--- src/rtl/riscv_pkg.sv ---
// Shared RISC-V constants for the memory stage: load/store funct3 encodings
// and the load/store unit handshake states.
package riscv_pkg;

   // Load size/sign encodings (funct3 of LOAD opcodes)
   localparam logic [2:0] F3_LB  = 3'b000;
   localparam logic [2:0] F3_LH  = 3'b001;
   localparam logic [2:0] F3_LW  = 3'b010;
   localparam logic [2:0] F3_LBU = 3'b100;
   localparam logic [2:0] F3_LHU = 3'b101;

   // Store size encodings (funct3 of STORE opcodes)
   localparam logic [2:0] F3_SB  = 3'b000;
   localparam logic [2:0] F3_SH  = 3'b001;
   localparam logic [2:0] F3_SW  = 3'b010;

   // IDLE: at most a zero-wait access; WAIT: request held until ready or timeout
   typedef enum logic {
      IDLE = 1'b0,
      WAIT = 1'b1
   } lsu_state_t;

endpackage

--- src/rtl/lsu_align.sv ---
// Purely combinational byte-lane logic for the load/store unit: replicates
// store data across lanes, builds byte enables, extracts and extends load
// data from the word bus, and flags accesses that cannot be issued
// (misaligned address or a funct3 that is not legal for the operation).
module lsu_align
   import riscv_pkg::*;
(
   input  logic [1:0]  addr_low,
   input  logic [2:0]  funct3,
   input  logic        mem_read,
   input  logic        mem_write,
   input  logic [31:0] store_data,
   input  logic [31:0] load_word,
   output logic [31:0] wdata,
   output logic [3:0]  be,
   output logic [31:0] load_data,
   output logic        misalign
);

   logic [31:0] shifted;
   logic        load_bad;
   logic        store_bad;

   // Store path: replicate the operand into every lane it may land in and
   // enable only the addressed bytes; illegal sizes count as misaligned.
   always_comb begin
      wdata     = store_data;
      be        = 4'b0000;
      store_bad = 1'b0;
      case (funct3)
         F3_SB: begin
            wdata = {4{store_data[7:0]}};
            be    = 4'b0001 << addr_low;
         end
         F3_SH: begin
            wdata     = {2{store_data[15:0]}};
            be        = 4'b0011 << addr_low;
            store_bad = addr_low[0];
         end
         F3_SW: begin
            be        = 4'hF;
            store_bad = |addr_low;
         end
         default: store_bad = 1'b1;
      endcase
      if (!mem_write) begin
         be = 4'b0000;
      end
   end

   // Load path: bring the addressed byte/halfword down to bit 0, then
   // sign- or zero-extend; non-loads return zero.
   always_comb begin
      shifted   = load_word >> {addr_low, 3'b000};
      load_data = 32'h0;
      load_bad  = 1'b0;
      case (funct3)
         F3_LB:  load_data = {{24{shifted[7]}}, shifted[7:0]};
         F3_LBU: load_data = {24'h0, shifted[7:0]};
         F3_LH: begin
            load_data = {{16{shifted[15]}}, shifted[15:0]};
            load_bad  = addr_low[0];
         end
         F3_LHU: begin
            load_data = {16'h0, shifted[15:0]};
            load_bad  = addr_low[0];
         end
         F3_LW: begin
            load_data = load_word;
            load_bad  = |addr_low;
         end
         default: load_bad = 1'b1;
      endcase
      if (!mem_read) begin
         load_data = 32'h0;
      end
   end

   assign misalign = (mem_read & load_bad) | (mem_write & store_bad);

endmodule

--- src/rtl/mem_stage_lsu.sv ---
// EX/MEM pipeline register plus load/store unit. Holds the instruction in
// MEM, drives a req/ready data-memory port, stalls the front of the pipe
// while an access waits, and converts misaligned or timed-out accesses into
// one-cycle fault pulses that also suppress register write-back.
// The byte-lane logic in lsu_align assumes a 32-bit datapath.
module mem_stage_lsu
   import riscv_pkg::*;
#(
   parameter int XLEN        = 32,
   parameter int TIMEOUT_CYC = 16
) (
   input  logic            clk,
   input  logic            reset_n,
   input  logic [XLEN-1:0] alu_result_ex,
   input  logic [XLEN-1:0] rdata2_forwarded,
   input  logic [4:0]      rd_exe,
   input  logic [2:0]      funct3_exe,
   input  logic            MemRead_exe,
   input  logic            MemWrite_exe,
   input  logic            RegWrite_exe,
   input  logic            flush_mem,
   input  logic            dmem_ready,
   input  logic [XLEN-1:0] dmem_rdata,
   output logic            dmem_req,
   output logic            dmem_we,
   output logic [XLEN-1:0] dmem_addr,
   output logic [XLEN-1:0] dmem_wdata,
   output logic [3:0]      dmem_be,
   output logic [XLEN-1:0] alu_result_mem,
   output logic [4:0]      rd_mem,
   output logic            RegWrite_mem,
   output logic [XLEN-1:0] load_data_mem,
   output logic            stall_mem,
   output logic            misalign_mem,
   output logic            bus_err_mem
);

   localparam int CNT_W = (TIMEOUT_CYC > 2) ? $clog2(TIMEOUT_CYC) : 1;
   localparam int TO_LAST = (TIMEOUT_CYC > 0) ? TIMEOUT_CYC - 1 : 0;
   localparam logic [CNT_W-1:0] TO_LAST_C = TO_LAST[CNT_W-1:0];

   logic [XLEN-1:0]  rs2_m;
   logic [2:0]       funct3_m;
   logic             mem_read_m;
   logic             mem_write_m;
   logic             reg_write_m;
   logic             mem_op;
   logic             misalign;
   logic             timeout_hit;
   lsu_state_t       state_q;
   lsu_state_t       state_d;
   logic [CNT_W-1:0] cnt_q;
   logic [CNT_W-1:0] cnt_d;

   // MEM pipeline register: frozen while stalled so an in-flight access
   // always completes; otherwise loads EX or, on flush, a bubble.
   always_ff @(posedge clk) begin
      if (!reset_n) begin
         alu_result_mem <= '0;
         rs2_m          <= '0;
         rd_mem         <= '0;
         funct3_m       <= '0;
         mem_read_m     <= 1'b0;
         mem_write_m    <= 1'b0;
         reg_write_m    <= 1'b0;
      end else if (!stall_mem) begin
         if (flush_mem) begin
            alu_result_mem <= '0;
            rs2_m          <= '0;
            rd_mem         <= '0;
            funct3_m       <= '0;
            mem_read_m     <= 1'b0;
            mem_write_m    <= 1'b0;
            reg_write_m    <= 1'b0;
         end else begin
            alu_result_mem <= alu_result_ex;
            rs2_m          <= rdata2_forwarded;
            rd_mem         <= rd_exe;
            funct3_m       <= funct3_exe;
            mem_read_m     <= MemRead_exe;
            mem_write_m    <= MemWrite_exe;
            reg_write_m    <= RegWrite_exe;
         end
      end
   end

   lsu_align u_align (
      .addr_low   (alu_result_mem[1:0]),
      .funct3     (funct3_m),
      .mem_read   (mem_read_m),
      .mem_write  (mem_write_m),
      .store_data (rs2_m[31:0]),
      .load_word  (dmem_rdata[31:0]),
      .wdata      (dmem_wdata),
      .be         (dmem_be),
      .load_data  (load_data_mem),
      .misalign   (misalign)
   );

   assign mem_op      = mem_read_m | mem_write_m;
   assign timeout_hit = (TIMEOUT_CYC != 0) && (cnt_q == TO_LAST_C);

   // Handshake state and wait counter registers.
   always_ff @(posedge clk) begin
      if (!reset_n) begin
         state_q <= IDLE;
         cnt_q   <= '0;
      end else begin
         state_q <= state_d;
         cnt_q   <= cnt_d;
      end
   end

   // Handshake decisions: issue aligned accesses, hold the request through
   // WAIT, and give up with a bus error once the wait budget is spent.
   // A ready arriving in the last budget cycle still completes the access.
   always_comb begin
      state_d      = state_q;
      cnt_d        = cnt_q;
      dmem_req     = 1'b0;
      stall_mem    = 1'b0;
      misalign_mem = 1'b0;
      bus_err_mem  = 1'b0;
      unique case (state_q)
         IDLE: begin
            if (mem_op) begin
               if (misalign) begin
                  misalign_mem = 1'b1;
               end else begin
                  dmem_req = 1'b1;
                  if (!dmem_ready) begin
                     stall_mem = 1'b1;
                     state_d   = WAIT;
                     cnt_d     = '0;
                  end
               end
            end
         end
         WAIT: begin
            dmem_req  = 1'b1;
            stall_mem = 1'b1;
            if (dmem_ready) begin
               stall_mem = 1'b0;
               state_d   = IDLE;
            end else if (timeout_hit) begin
               dmem_req    = 1'b0;
               stall_mem   = 1'b0;
               bus_err_mem = 1'b1;
               state_d     = IDLE;
            end else begin
               cnt_d = cnt_q + 1'b1;
            end
         end
         default: state_d = IDLE;
      endcase
   end

   assign dmem_we      = dmem_req & mem_write_m;
   assign dmem_addr    = {alu_result_mem[XLEN-1:2], 2'b00};
   assign RegWrite_mem = reg_write_m & ~misalign_mem & ~bus_err_mem;

endmodule

--- config.mk ---
export PLATFORM = sky130hd
export DESIGN_NAME = mem_stage_lsu
export DESIGN_NICKNAME = d
export VERILOG_FILES = /design/src/rtl/riscv_pkg.sv /design/src/rtl/lsu_align.sv /design/src/rtl/mem_stage_lsu.sv
export SDC_FILE = /design/constraint.sdc
export NUM_CORES = 1
export LEC_CHECK = 0
export CORE_AREA = 2 2 97 99
export CTS_CLUSTER_DIAMETER = 100
export DETAILED_ROUTE_END_ITERATION = 6
export DIE_AREA = 0 0 99 101
export DONT_BUFFER_PORTS = 1
export PLACE_DENSITY = 0.72
export SYNTH_ARGS = -nofsm -noshare
export SYNTH_HDL_FRONTEND = slang
export SYNTH_SLANG_ARGS = --single-unit
export TNS_END_PERCENT = 50
--- constraint.sdc ---
create_clock -name clk -period 5.8 [get_ports clk]
set_input_delay 1.45 -clock clk [delete_from_list [all_inputs] [get_ports clk]]
set_output_delay 1.45 -clock clk [all_outputs]
set_load 0.01 [all_outputs]
# Word-level counts from Yosys, hierarchy flattened

Cells that the tools add are included.

Magnitude comparators: 0
Shift operators: 3
Equal/unequal tests: 10
Multiply operators: 0
Reductions and logical operators: 5
Div/mod/pow operators: 0
Bitwise gates (word level): 10
$add $sub $neg: 1
Muxes and demuxes: 36

Operators by type and width:

| kind                                                                   | count |
|---|---|
| 32-bit one-hot mux with 5 select lines                                 | 1 |
| 32-bit 2-to-1 mux                                                      | 3 |
| 32-bit one-hot mux with 2 select lines                                 | 1 |
| 32-bit by 5-bit >> shifter with 16-bit output                          | 1 |
| 4-bit 2-to-1 mux                                                       | 6 |
| 1-bit 2-to-1 mux                                                       | 17 |
| 4-bit one-hot mux with 3 select lines                                  | 1 |
| 2-bit != test (second input constant)                                  | 5 |
| 4-bit one-hot mux with 2 select lines                                  | 1 |
| 3-bit equality test (second input constant)                            | 2 |
| 1-bit one-hot mux with 3 select lines                                  | 2 |
| 2-bit OR reduction                                                     | 3 |
| 1-bit AND                                                              | 5 |
| 5-bit 2-to-1 mux                                                       | 1 |
| 5-bit AND reduction                                                    | 1 |
| 4-bit by 1-bit adder with 4-bit output (second input constant)         | 1 |
| 4-bit equality test (second input constant)                            | 1 |
| 1-bit one-hot mux with 2 select lines                                  | 2 |
| 1-bit by 2-bit << shifter with 4-bit output (first input constant)     | 1 |
| 2-bit by 2-bit << shifter with 4-bit output (first input constant)     | 1 |
| 3-bit by 1-bit equality test with 1-bit output (second input constant) | 1 |
| 3-bit by 2-bit equality test with 1-bit output (second input constant) | 1 |
| 3-bit logical NOT                                                      | 1 |
| 3-bit 2-to-1 mux                                                       | 1 |
| 2 further kinds                                                        | 5 |

Bits in registers: 80
Bits in read-only memories: 0
RAM bits: 0
Input bits: 111
Bits in latches: 0
Memories kept: 0

# Logic depth before layout (Yosys ltp)

Word-level depth: 11
Depth in mapped cells: 8

# Cells and area by module

Synthesis repeated with hierarchy kept, for this count alone.

Cells, all modules: 626
Area total of the unflattened synthesis: 5247.5 µm²

Modules (own cells, without submodules):

| module        | cells each | sequential area each (µm²) | times used | area each (µm²) |
|---|---|---|---|---|
| mem_stage_lsu | 405        | 1601.5                     | 1          | 3789.9 |
| lsu_align     | 221        | 0.0                        | 1          | 1457.6 |

# Least setup slack after synthesis

No wires, ideal clock.

Path type: in2out
Start: in dmem_rdata[31]
End: out load_data_mem[21]
Setup slack: 1650 ps
Path buffers: 2
Cell stages on the path: 6
Arrival time: 2700 ps
Path through: mux4_2 and2_1 buf_2 a31oi_4 buf_4 a21oi_1

Cells in the longest elaborated chain, start to end: 3

Ends and longest elaborated chain:

| what                                          | RTL line            | text |
|---|---|---|
| from (decl)                                   | mem_stage_lsu.sv:23 | `input logic [XLEN-1:0] dmem_rdata,` |
| 32-bit by 5-bit >> shifter with 16-bit output | lsu_align.sv:54     | `shifted = load_word >> {addr_low, 3'b000};` |
| 32-bit one-hot mux with 5 select lines        | lsu_align.sv:57     | `case (funct3)` |
| 32-bit 2-to-1 mux                             | lsu_align.sv:74     | `if (!mem_read) begin` |
| to (decl)                                     | mem_stage_lsu.sv:32 | `output logic [XLEN-1:0] load_data_mem,` |

Every way passes these cells.

# Worst setup path after layout

Start: in dmem_rdata[31]
End: out load_data_mem[31]

Cells in the longest elaborated chain, start to end: 3

Ends and longest elaborated chain:

| what                                          | RTL line |
|---|---|
| 32-bit by 5-bit >> shifter with 16-bit output | lsu_align.sv:54 |
| 32-bit one-hot mux with 5 select lines *      | lsu_align.sv:57 |
| 32-bit 2-to-1 mux *                           | lsu_align.sv:74 |

Mark *: on every way between the ends. The rest lies on a longest branch, timed or not.

==> summary.md <==
| Metric | Value |
|---|---|
| Outcome | completed |
| Largest area contributor in the netlist | dfxtp_1 |
| Die Wd | 99 um |
| Vias in the first global route | 3857 |
| Wirelength per Cell | ~20 um |
| Most used DFF post-synth | dfxtp_1 |
| Rel. slew slack | 27.5% |
| #FFs+latches synth | 80 |
| Slew @ Worst Pin | 1.09 ns |
| I/O pins | 254 |
| CP bufs+invs | 0 |
| F_max | 0.231 GHz |
| Internal power | 909 uW |
| Area fraction of the dominant cell type after synthesis | about 31% |
| Clock skew | approximately 0.0085 ns |
| Hold Path Class | flip-flop to flip-flop |
| Async S/R FF share, synth | 0% |
| VDD IR max | between 0.15 and 0.2 mV |
| DR DRC count | 0 |
| Most frequent cells in the layout | nand2_1 (109), mux2i_1 (84), dfxtp_1 (80) |
| Rows | 35 |
| Largest net degree at the start of global routing | 161 |
| Post-Route WL | 13.2 mm |
| Pwr dens | approximately 260 nW/um^2 |
| RePlAce Congestion | 0.905 |
| Final setup TNS | 0 ns |
| Flop pwr share | 47.9% |
| Diode count | 0 |
| CP Data Arrival Time | between 2 and 3 ns |
| Worst-path cell chain | mux4_2, and2_1, a31oi_4, a21oi_1 |
| Clock power frac | 35.8% |
| CTS H-tree lvls | 3 |
| GRT met2 Usage | 41.9% |
| GR Layer Usage met1 | between 20% and 30% |
| Gr busiest metal | met2 |
| Synth area leaders | dfxtp_1 (31%), mux2i_1 (16%), nand3b_1 (11%), nand2_1 (8.0%), buf_4 (7.2%) |
| Final Critical Period | 4.33 ns |
| Post-CTS resize count | 0 |
| Post-route ant nets | 0 |
| Finished Layout Cells | 651 |
| CTS Hold Bufs | 0 |
| Initial antenna violation count | 0 |
| CTS Buf Count | 9 |
| Delay-heaviest family, CP | compound AO/OA/AOI/OAI gates |
| Initial DRC Count | 208 |
| Kind of end point of the critical path | primary output |
| Startpoint types | input pin |
| Worst-Skew Late Latency | 0.35 ns |
| Switching fraction of total power | 29.5% |
| Clock sinks | 80 |
| Met3 Use GR | 8.39% |
| CP max-delay cell | mux4_2 |
| Count of cell types in the netlist | 44 |
| R2r setup slk | 2.68 ns |
| Die height | 101 um |
| Clock Tree Root | clkbuf_8 |
| Avg Cell Area, Syn | 8.34 sq um |
| Global Route Usage Sum | around 25% |
| Post-Syn Area | 5120 sq um |
| Area growth, synth to finish | -3.08% |
| Fin. max-slew vios | 0 |
| Commonest non-fill, non-tap cell in the layout | nand2_1 |
| CP required | 4.35 ns |
| Global-route wire length before repair | a little over 20 mm |
| Number of buffers inserted by port buffering | 0 |
| Switching power | 380 uW |
| Grt ovf | 0 |
| Vias | 4118 |
| Initial core utilization | 57.1% |
| Gate Count Post-Synth | 614 |
| RSZ-0062 raised after global routing | false |
| Fin. Hold Viols | 0 |
| Layout Nets | 648 |
| Drt first pass iters | 5 |
| Post-CTS Setup Inserts | 0 |
| Comb pwr share | between 10% and 20% |
| Clk buf depth | 2 |
| Number of flops mapped to enable cells by yosys | 0 |
| Fillers | 851 |
| CTS tree | yes |
| Period utilisation layout | 74.7% |
| CP Class | input pin to primary output |
| Clock slew at reported path FFs | around 0.08 ns |
| Placed wire-length estimate | 9.21 mm |
| Synth warn | 0 |
| Setup-failing EPs final | 0 |
| Crit Path Max Fanout | 16 |
| Leak | between 1.5 and 2 nW |
| Layout cell share with drive strength beyond 1 | 8.70% |
| Die Area | approximately 10000 sq um |
| Placed insts | 636 |
| Post-synthesis sequential area ratio | between 30 and 40% |
| Critical path's largest stage delay | around 0.46 ns |
| Max-cap violations | 0 |
| Core footprint | 8980 sq um |
| Vias per std cell | between 6 and 7 |
## worst register-to-register path, delay by kind of cell, from the launching register on
| family | cells | cell delay (ns) |
|---|---|---|
| AO/OA/AOI/OAI | 1 | 0.36 |
| multiplexers | 1 | 0.30 |
| buffers and inverters | 4 | 1.75 |
| AND/OR/NAND/NOR | 2 | 0.33 |
| flip-flops | 1 | 0.31 |
## cell usage after synthesis, types with 2 or more instances
cell	instances
a221oi_1	8
buf_8	2
nand3_1	5
mux2_2	16
mux2i_1	84
clkbuf_1	36
buf_4	49
buf_1	2
dfxtp_1	80
inv_1	10
nor2_1	24
a222oi_1	7
or2_2	2
nor3_1	8
nor2b_1	4
o22ai_1	2
o21ai_0	12
a21oi_1	35
o2bb2ai_1	8
and2_1	3
nand3b_1	78
nand2_1	109
nor3b_1	2
buf_2	7
and3_1	2
## kinds of logic (layout without fill, tap and decap cells)
kind of cell | Yosys count | count (layout) | synth area share [%]
mux | 101 | 101 | 20.4
simple gates | 242 | 242 | 25.0
flops | 80 | 80 | 31.3
other cells | 1 | 2 | 0.0732
fa+ha+maj | 1 | 1 | 0.244
buf+inv | 107 | 32 | 12.2
compound gates | 82 | 82 | 10.9
## final timing paths
check,start,endpoint,depth (start not counted)
max,dmem_rdata[31],load_data_mem[31],4
min,rs2_m[31],rs2_m[31],2
min reg2reg,rs2_m[31],rs2_m[31],2
max reg2reg,funct3_m[0],rs2_m[17],8
## per-layer routing
layer | vias up | wire length [um]
met2 | 212 | 6430
met1 | 1935 | 5060
met5 | - | 0
met4 | 0 | 314
li1 | 1939 | -
met3 | 32 | 1360
## cell type report
class / count / area [sq um] / share of cell area [%]
Multi-Input combinational cell: 428 / 2920 / 58.8
Sequential cell: 80 / 1600 / 32.3
Tap cell: 111 / 139 / 2.80
Clock buffer: 9 / 124 / 2.49
Clock inverter: 6 / 91.3 / 1.84
Timing Repair Buffer: 7 / 52.6 / 1.06
Inverter: 10 / 37.5 / 0.756
## metrics by stage
stage	hold slack [ns]	instance area (sq um)	util (%)	power [mW]	worst slack (ns)
finish	0.467	4970	55.3	1.29	1.47
global route	0.494	4970	55.3	1.34	1.40
CTS	0.469	4970	55.3	1.30	1.49
detailed placement	0.456	4750	52.9	0.841	1.49
global placement	0.443	4750	52.9	0.835	1.54
floorplan	0.436	5130	-	0.844	1.65
## registers in the layout, summed over array words and instances (netlist names)
name and flops:
state_q 1, alu_result_mem 32, reg_write_m 1, funct3_m 3
rs2_m 32, cnt_q 4, rd_mem 5, mem_write_m 1
mem_read_m 1
## power groups by stage
stage | logic (mW) | registers [mW] | clock network (mW)
2_1_floorplan | 0.231 | 0.613 | 0
3_3_place_gp | 0.205 | 0.629 | 0
3_5_place_dp | 0.210 | 0.631 | 0
4_1_cts | 0.211 | 0.618 | 0.469
5_1_grt | 0.229 | 0.623 | 0.492
6_report | 0.210 | 0.617 | 0.461
No activity file was read; power rests on OpenSTA's default activity.
